[src/rtl/core_ctrl_pkg.sv]
// Shared command and run-state encodings for the core run-control unit.
package core_ctrl_pkg;

    typedef enum logic [2:0] {
        OP_NOP   = 3'd0,
        OP_LOAD  = 3'd1,
        OP_RUN   = 3'd2,
        OP_STEP  = 3'd3,
        OP_HALT  = 3'd4,
        OP_CLEAR = 3'd5,
        OP_SETBP = 3'd6,
        OP_CLRBP = 3'd7
    } cmd_op_e;

    typedef enum logic [2:0] {
        ST_IDLE = 3'd0,
        ST_LOAD = 3'd1,
        ST_RUN  = 3'd2,
        ST_STEP = 3'd3,
        ST_HALT = 3'd4
    } run_state_e;

endpackage

[src/rtl/core_bp_match.sv]
// Single hardware breakpoint: address/enable registers, a one-shot skip used
// to resume past the breakpoint PC, and the PC comparator.
module core_bp_match #(
    parameter int PC_W = 32
) (
    input  logic            clk,
    input  logic            reset,
    input  logic            set_bp,
    input  logic            clr_bp,
    input  logic [PC_W-1:0] bp_arg,
    input  logic            skip_set,
    input  logic            skip_clr,
    input  logic [PC_W-1:0] pc,
    output logic            bp_hit
);

    logic            bp_en_q, bp_en_d;
    logic [PC_W-1:0] bp_addr_q, bp_addr_d;
    logic            bp_skip_q, bp_skip_d;

    // Next values: SETBP wins over CLRBP; a clear of the skip wins over a set
    always_comb begin
        bp_en_d   = bp_en_q;
        bp_addr_d = bp_addr_q;
        bp_skip_d = bp_skip_q;
        if (set_bp) begin
            bp_en_d   = 1'b1;
            bp_addr_d = bp_arg;
        end else if (clr_bp) begin
            bp_en_d = 1'b0;
        end
        if (skip_clr)      bp_skip_d = 1'b0;
        else if (skip_set) bp_skip_d = 1'b1;
    end

    // Breakpoint registers with synchronous active-low reset
    always_ff @(posedge clk) begin
        if (!reset) begin
            bp_en_q   <= 1'b0;
            bp_addr_q <= '0;
            bp_skip_q <= 1'b0;
        end else begin
            bp_en_q   <= bp_en_d;
            bp_addr_q <= bp_addr_d;
            bp_skip_q <= bp_skip_d;
        end
    end

    assign bp_hit = bp_en_q && (pc == bp_addr_q) && !bp_skip_q;

endmodule

[src/rtl/core_run_ctrl.sv]
// Run-control / program loader: streams program words into instruction
// memory and drives core clock-enable and reset with run/step/breakpoint
// control, cycle counting and stdout change capture.
module core_run_ctrl
    import core_ctrl_pkg::*;
#(
    parameter int ADDR_W  = 6,
    parameter int DATA_W  = 32,
    parameter int PC_W    = 32,
    parameter int CYCLE_W = 32
) (
    input  logic               clk,
    input  logic               reset,
    input  logic               cmd_valid,
    output logic               cmd_ready,
    input  logic [2:0]         cmd_op,
    input  logic [PC_W-1:0]    cmd_arg,
    input  logic               ld_valid,
    output logic               ld_ready,
    input  logic [DATA_W-1:0]  ld_data,
    output logic               imem_we,
    output logic [ADDR_W-1:0]  imem_waddr,
    output logic [DATA_W-1:0]  imem_wdata,
    output logic               core_en,
    output logic               core_reset,
    input  logic [PC_W-1:0]    core_pc,
    input  logic [DATA_W-1:0]  core_stdout,
    output logic               out_valid,
    output logic [DATA_W-1:0]  out_data,
    output logic [2:0]         state,
    output logic [CYCLE_W-1:0] cycles,
    output logic               err
);

    localparam int DEPTH = 1 << ADDR_W;

    run_state_e         state_q, state_d;
    logic [ADDR_W-1:0]  waddr_q, waddr_d;
    logic [ADDR_W:0]    remaining_q, remaining_d;
    logic               err_q, err_d;
    logic               core_rst_q, core_rst_d;
    logic [CYCLE_W-1:0] cycles_q, cycles_d;
    logic [DATA_W-1:0]  prev_q, prev_d;
    logic               out_valid_q, out_valid_d;
    logic [DATA_W-1:0]  out_data_q, out_data_d;

    cmd_op_e         op;
    logic            is_clear, ld_fire, last_word, bp_hit, skip_clr;
    logic            err_set, skip_set, ld_start, rst_release, rst_assert;
    logic [ADDR_W:0] load_n;

    assign op        = cmd_valid ? cmd_op_e'(cmd_op) : OP_NOP;
    assign is_clear  = (op == OP_CLEAR);
    assign cmd_ready = 1'b1;
    assign ld_fire   = ld_valid && ld_ready;
    assign last_word = ld_fire && (remaining_q == (ADDR_W+1)'(1));
    assign skip_clr  = is_clear || (state_q == ST_RUN);

    // Requested word count clipped to the memory depth
    always_comb begin
        load_n = cmd_arg[ADDR_W:0];
        if (cmd_arg >= PC_W'(DEPTH)) load_n = (ADDR_W+1)'(DEPTH);
    end

    core_bp_match #(.PC_W(PC_W)) u_bp (
        .clk      (clk),
        .reset    (reset),
        .set_bp   (op == OP_SETBP),
        .clr_bp   (op == OP_CLRBP),
        .bp_arg   (cmd_arg),
        .skip_set (skip_set),
        .skip_clr (skip_clr),
        .pc       (core_pc),
        .bp_hit   (bp_hit)
    );

    // FSM state register
    always_ff @(posedge clk) begin
        if (!reset) state_q <= ST_IDLE;
        else        state_q <= state_d;
    end

    // FSM next state plus side-effect strobes; CLEAR overrides everything
    always_comb begin
        state_d     = state_q;
        err_set     = 1'b0;
        skip_set    = 1'b0;
        ld_start    = 1'b0;
        rst_release = 1'b0;
        rst_assert  = 1'b0;
        case (state_q)
            ST_IDLE: begin
                case (op)
                    OP_LOAD: if (load_n != '0) begin state_d = ST_LOAD; ld_start = 1'b1; end
                    OP_RUN:  begin state_d = ST_RUN;  rst_release = 1'b1; end
                    OP_STEP: begin state_d = ST_STEP; rst_release = 1'b1; end
                    default: ;
                endcase
            end
            ST_LOAD: begin
                if (last_word) state_d = ST_IDLE;
                case (op)
                    OP_HALT: state_d = ST_IDLE;
                    OP_LOAD, OP_RUN, OP_STEP: err_set = 1'b1;
                    default: ;
                endcase
            end
            ST_RUN: begin
                if (bp_hit) state_d = ST_HALT;
                else begin
                    case (op)
                        OP_HALT: state_d = ST_HALT;
                        OP_LOAD, OP_STEP: err_set = 1'b1;
                        default: ;
                    endcase
                end
            end
            ST_STEP: begin
                state_d = ST_HALT;
                if (op == OP_LOAD || op == OP_RUN || op == OP_STEP) err_set = 1'b1;
            end
            ST_HALT: begin
                case (op)
                    OP_RUN:  begin state_d = ST_RUN;  skip_set = 1'b1; rst_release = 1'b1; end
                    OP_STEP: begin state_d = ST_STEP; rst_release = 1'b1; end
                    OP_LOAD: if (load_n != '0) begin
                        state_d = ST_LOAD; ld_start = 1'b1; rst_assert = 1'b1;
                    end
                    default: ;
                endcase
            end
            default: state_d = ST_IDLE;
        endcase
        if (is_clear) begin
            state_d     = ST_IDLE;
            err_set     = 1'b0;
            skip_set    = 1'b0;
            ld_start    = 1'b0;
            rst_release = 1'b0;
        end
    end

    // FSM outputs: loader handshake and core clock enable
    always_comb begin
        ld_ready = (state_q == ST_LOAD);
        core_en  = ((state_q == ST_RUN) && !bp_hit) || (state_q == ST_STEP);
    end

    // Datapath next values: load pointer, error flag, core reset, counter, stdout
    always_comb begin
        waddr_d     = waddr_q;
        remaining_d = remaining_q;
        if (ld_start) begin
            waddr_d     = '0;
            remaining_d = load_n;
        end else if (ld_fire) begin
            remaining_d = remaining_q - 1'b1;
            if (!last_word) waddr_d = waddr_q + 1'b1;
        end
        err_d = is_clear ? 1'b0 : (err_q || err_set);
        core_rst_d = core_rst_q;
        if (is_clear || rst_assert) core_rst_d = 1'b0;
        else if (rst_release)       core_rst_d = 1'b1;
        cycles_d = cycles_q;
        if (is_clear)                          cycles_d = '0;
        else if (core_en && cycles_q != '1)    cycles_d = cycles_q + 1'b1;
        prev_d      = core_stdout;
        out_valid_d = core_reset && (core_stdout != prev_q);
        out_data_d  = out_valid_d ? core_stdout : out_data_q;
    end

    // Datapath registers with synchronous active-low reset
    always_ff @(posedge clk) begin
        if (!reset) begin
            waddr_q     <= '0;
            remaining_q <= '0;
            err_q       <= 1'b0;
            core_rst_q  <= 1'b0;
            cycles_q    <= '0;
            prev_q      <= '0;
            out_valid_q <= 1'b0;
            out_data_q  <= '0;
        end else begin
            waddr_q     <= waddr_d;
            remaining_q <= remaining_d;
            err_q       <= err_d;
            core_rst_q  <= core_rst_d;
            cycles_q    <= cycles_d;
            prev_q      <= prev_d;
            out_valid_q <= out_valid_d;
            out_data_q  <= out_data_d;
        end
    end

    assign imem_we    = ld_fire;
    assign imem_waddr = waddr_q;
    assign imem_wdata = ld_data;
    assign core_reset = core_rst_q && reset;
    assign out_valid  = out_valid_q;
    assign out_data   = out_data_q;
    assign state      = state_q;
    assign cycles     = cycles_q;
    assign err        = err_q;

endmodule

[config.mk]
export PLATFORM = sky130hd
export DESIGN_NAME = core_run_ctrl
export DESIGN_NICKNAME = d
export VERILOG_FILES = /design/src/rtl/core_ctrl_pkg.sv /design/src/rtl/core_bp_match.sv /design/src/rtl/core_run_ctrl.sv
export SDC_FILE = /design/constraint.sdc
export NUM_CORES = 1
export LEC_CHECK = 0
export BUFFER_PORTS_ARGS = -buffer_cell sky130_fd_sc_hd__buf_2
export CORE_MARGIN = 3
export CORE_UTILIZATION = 52
export DETAILED_ROUTE_END_ITERATION = 7
export GPL_TIMING_DRIVEN = 0
export PLACE_DENSITY = 0.82
export RECOVER_POWER = 50
export SLEW_MARGIN = 20
export SYNTH_ARGS = -nofsm -noshare
export SYNTH_HDL_FRONTEND = slang
export SYNTH_SLANG_ARGS = --single-unit
[constraint.sdc]
create_clock -name clk -period 4 [get_ports clk]
set_clock_uncertainty 0.05 [all_clocks]
set_input_delay 0.2 -clock clk [delete_from_list [all_inputs] [get_ports clk]]
set_output_delay 0.2 -clock clk [all_outputs]
set_load 0.005 [all_outputs]
==> run metrics <==
proportion of layout cells with a drive suffix above 1=20.0%; critical path endpoint category=primary output; Worst Path Required=3.75 ns; Pre-antenna DRT Iters=5; most common cell in the synthesized netlist=nand2_1; Worst R2R Setup Slack=1.26 ns; final setup vio count=0; top cell type's share of synthesized area=42.2%; Core Area=12900 um^2; period utilisation layout=80.7%; vias in the first global route=7145; H-tree depth=4; design area=9490 um^2; DIE WIDTH=123 um; dpl hpwl=15.5 mm; CTS buffer count=17; Layout area overhead=34.3%; initial antenna violation count=3; CTS Root Cell=clkbuf_16; Critical Path Source Type=flip-flop; Critical Path Source=u_bp.bp_addr_q[25]; GR Util All Layers=29.9%; IO Pins=247; Sequential Area=2980 um^2; Site Rows=41; CP dominant cell by count=buf_2; delay-heaviest family, CP=buffers and inverters; final hold vios=0; r2r worst-path depth=9; vias=7392; RSZ-0062 raised after global routing=no; worst r2r src=u_bp.bp_addr_q[25]; DP Area=8350 um^2; Area contributors post-synth=dfxtp_1, nand2_1, xnor2_1; Worst-Margin Slew=0.765 ns; post-CTS setup buffer count=0; sequential element share of the synthesized area=42.2%; max-cap violations=0; die height=123 um; number of flops mapped to enable cells by yosys=0; slew margin rel.=48.4%; IO buf count=212; Synth cell types=50; FILL cells=1041; die area=15000 um^2; DR vias/cell=5.59; syn_area_per_cell=8.33 um^2; status=finished clean; routed len/inst=17.2 um; final max-slew violation count=0; CP Depth=9; Hold Buf Count CTS=57; Crit-path slowest cell=clkbuf_1; Peak VDD IR=0.000342 V; GPL Wtd Cong=0.965; gr ovfl total=0; CP Data Arrival Time=2.98 ns; Placed Cells=1233; clock latency on the worst-skew pair=0.42 ns; Yosys reg bits=149; power per cell area=386 nW/um^2; Synth Cell Area=7070 um^2; global-route wire length before repair=35.2 mm; area of the multi-input gates=3630 um^2; CTS tree=built; Buf/Inv on CP=4; largest net degree at the start of global routing=17; Max Fclk=310 MHz; Hold Path Class=in2reg; Final Power=0.00367 W; CP Capture Point=core_en; Reg clk slew, reported paths=0.06 ns; DRT iter0 DRCs=601; Worst Path Max Fanout=10; reg2reg end=cycles[1]; Yosys warning count=0; Nets=1276; ys flop type=dfxtp_1; number of nets with antenna violations after routing=0; Finished Layout Cells=1323; CP cell instances=xnor2_1, nand4_1, nor4_1, and4b_1, buf_2, clkbuf_1, buf_2, nor2_1, buf_2; Post-Synthesis Net Count=988; WS Path Type=reg2out; CTS resizes=0; FFs w/ async S/R, synth=0%; slowest stage delay, CP=0.45 ns; leakage power=3.60 nW; commonest cells in the netlist=nand2_1, dfxtp_1, xnor2_1; dominant cell type by area after synthesis=dfxtp_1; WHS Path Cells=3; initial core utilization=54.7%; post-route setup TNS=0 ns; Detailed Route WL=22.8 mm; Final min period=3.23 ns; Max clock buf depth=2; Num Clock Sinks=149; # DRC=0; Post-Syn Instances=849
[how the worst min path moves through the flow]
| stage | to | startpoint |
|---|---|---|
| floorplan | out_data[0] | core_stdout[0] |
| global placement | out_data[8] | core_stdout[8] |
| detailed placement | out_data[6] | core_stdout[6] |
| CTS | u_bp.bp_addr_q[1] | cmd_arg[1] |
| global route | u_bp.bp_addr_q[1] | cmd_arg[1] |
| finish | u_bp.bp_addr_q[23] | cmd_arg[23] |
[per-layer routing]
metal  track usage, %  up-vias  wire (um)
met1             34.4     3425       8800
met4             13.4        0        670
met5                0        -          0
met3             7.24       62       1730
met2             52.6      376      11600
li1                 -     3529          -
[layout by cell type (no fill, tap or decap), types with 10 or more instances in the layout]
cell             n
and3_1          10
nor2_1          31
o21ai_0         47
xnor2_1         65
nand2_1        154
nand3_1         28
nor4_1          14
o31ai_1         17
dlygate4sd3_1   57
or4_1           31
and2_1          27
a21oi_1         40
nand4_1         34
a21boi_0        34
dfxtp_1        149
clkbuf_1        91
buf_2          161
clkbuf_4        25
or3_1           11
clkbuf_16       17
nor3_1          10
[worst register-to-register path, stage by stage (launching register included)]
cell	delay, ns
dfxtp_1	0.32
xnor2_1	0.30
nand4_1	0.15
nor4_1	0.31
and4b_1	0.26
buf_2	0.21
clkbuf_1	0.45
buf_2	0.33
o211ai_1	0.14
o31ai_1	0.11
[state kept, by name, indices dropped and copies added (netlist names)]
register	cells
out_data	32
out_valid	1
u_bp.bp_addr_q	32
cycles	32
core_rst_q	1
err	1
prev_q	32
u_bp.bp_en_q	1
imem_waddr	6
remaining_q	7
u_bp.bp_skip_q	1
state	3
[logic make-up after synthesis]
family	count (synthesis)	share of synthesized area [%]
AND/OR/NAND/NOR	381	27.7
AO/OA/AOI/OAI	157	13.6
XOR/XNOR	73	9.04
adder cells (fa/ha/maj)	4	0.708
other	1	0.0530
multiplexers	2	0.283
flip-flops	149	42.2
buffers and inverters	82	6.39
[layout make-up]
class	count	area share, %
timing repair buffer	269	16.5
clock buffer	20	4.92
multi-input combinational	618	38.3
buffer	77	4.56
antenna	3	0.0791
sequential	149	31.4
inverter	5	0.198
clock inverter	10	1.81
tap	172	2.27
[per-stage QoR]
stage | setup WS (ns) | utilization, % | hold WS [ns]
2_1_floorplan | 1.91 | - | 0.259
3_3_place_gp | 1.28 | 64.6 | 0.385
3_5_place_dp | 1.24 | 64.6 | 0.392
4_1_cts | 0.765 | 73.9 | 0.00139
5_1_grt | 0.579 | 73.4 | 0.0205
6_report | 0.771 | 73.4 | 0.0122
[power breakdown]
| part | leakage, nW | internal (W) | switching, W | total [W] |
|---|---|---|---|---|
| clock network | 0.309 | 0.00109 | 0.000629 | 0.00172 |
| registers | 1.21 | 0.00153 | 0.0000281 | 0.00156 |
| logic | 2.07 | 0.000193 | 0.000193 | 0.000386 |
| total | 3.60 | 0.00282 | 0.000850 | 0.00367 |
Power figures use the tool's default switching activity.
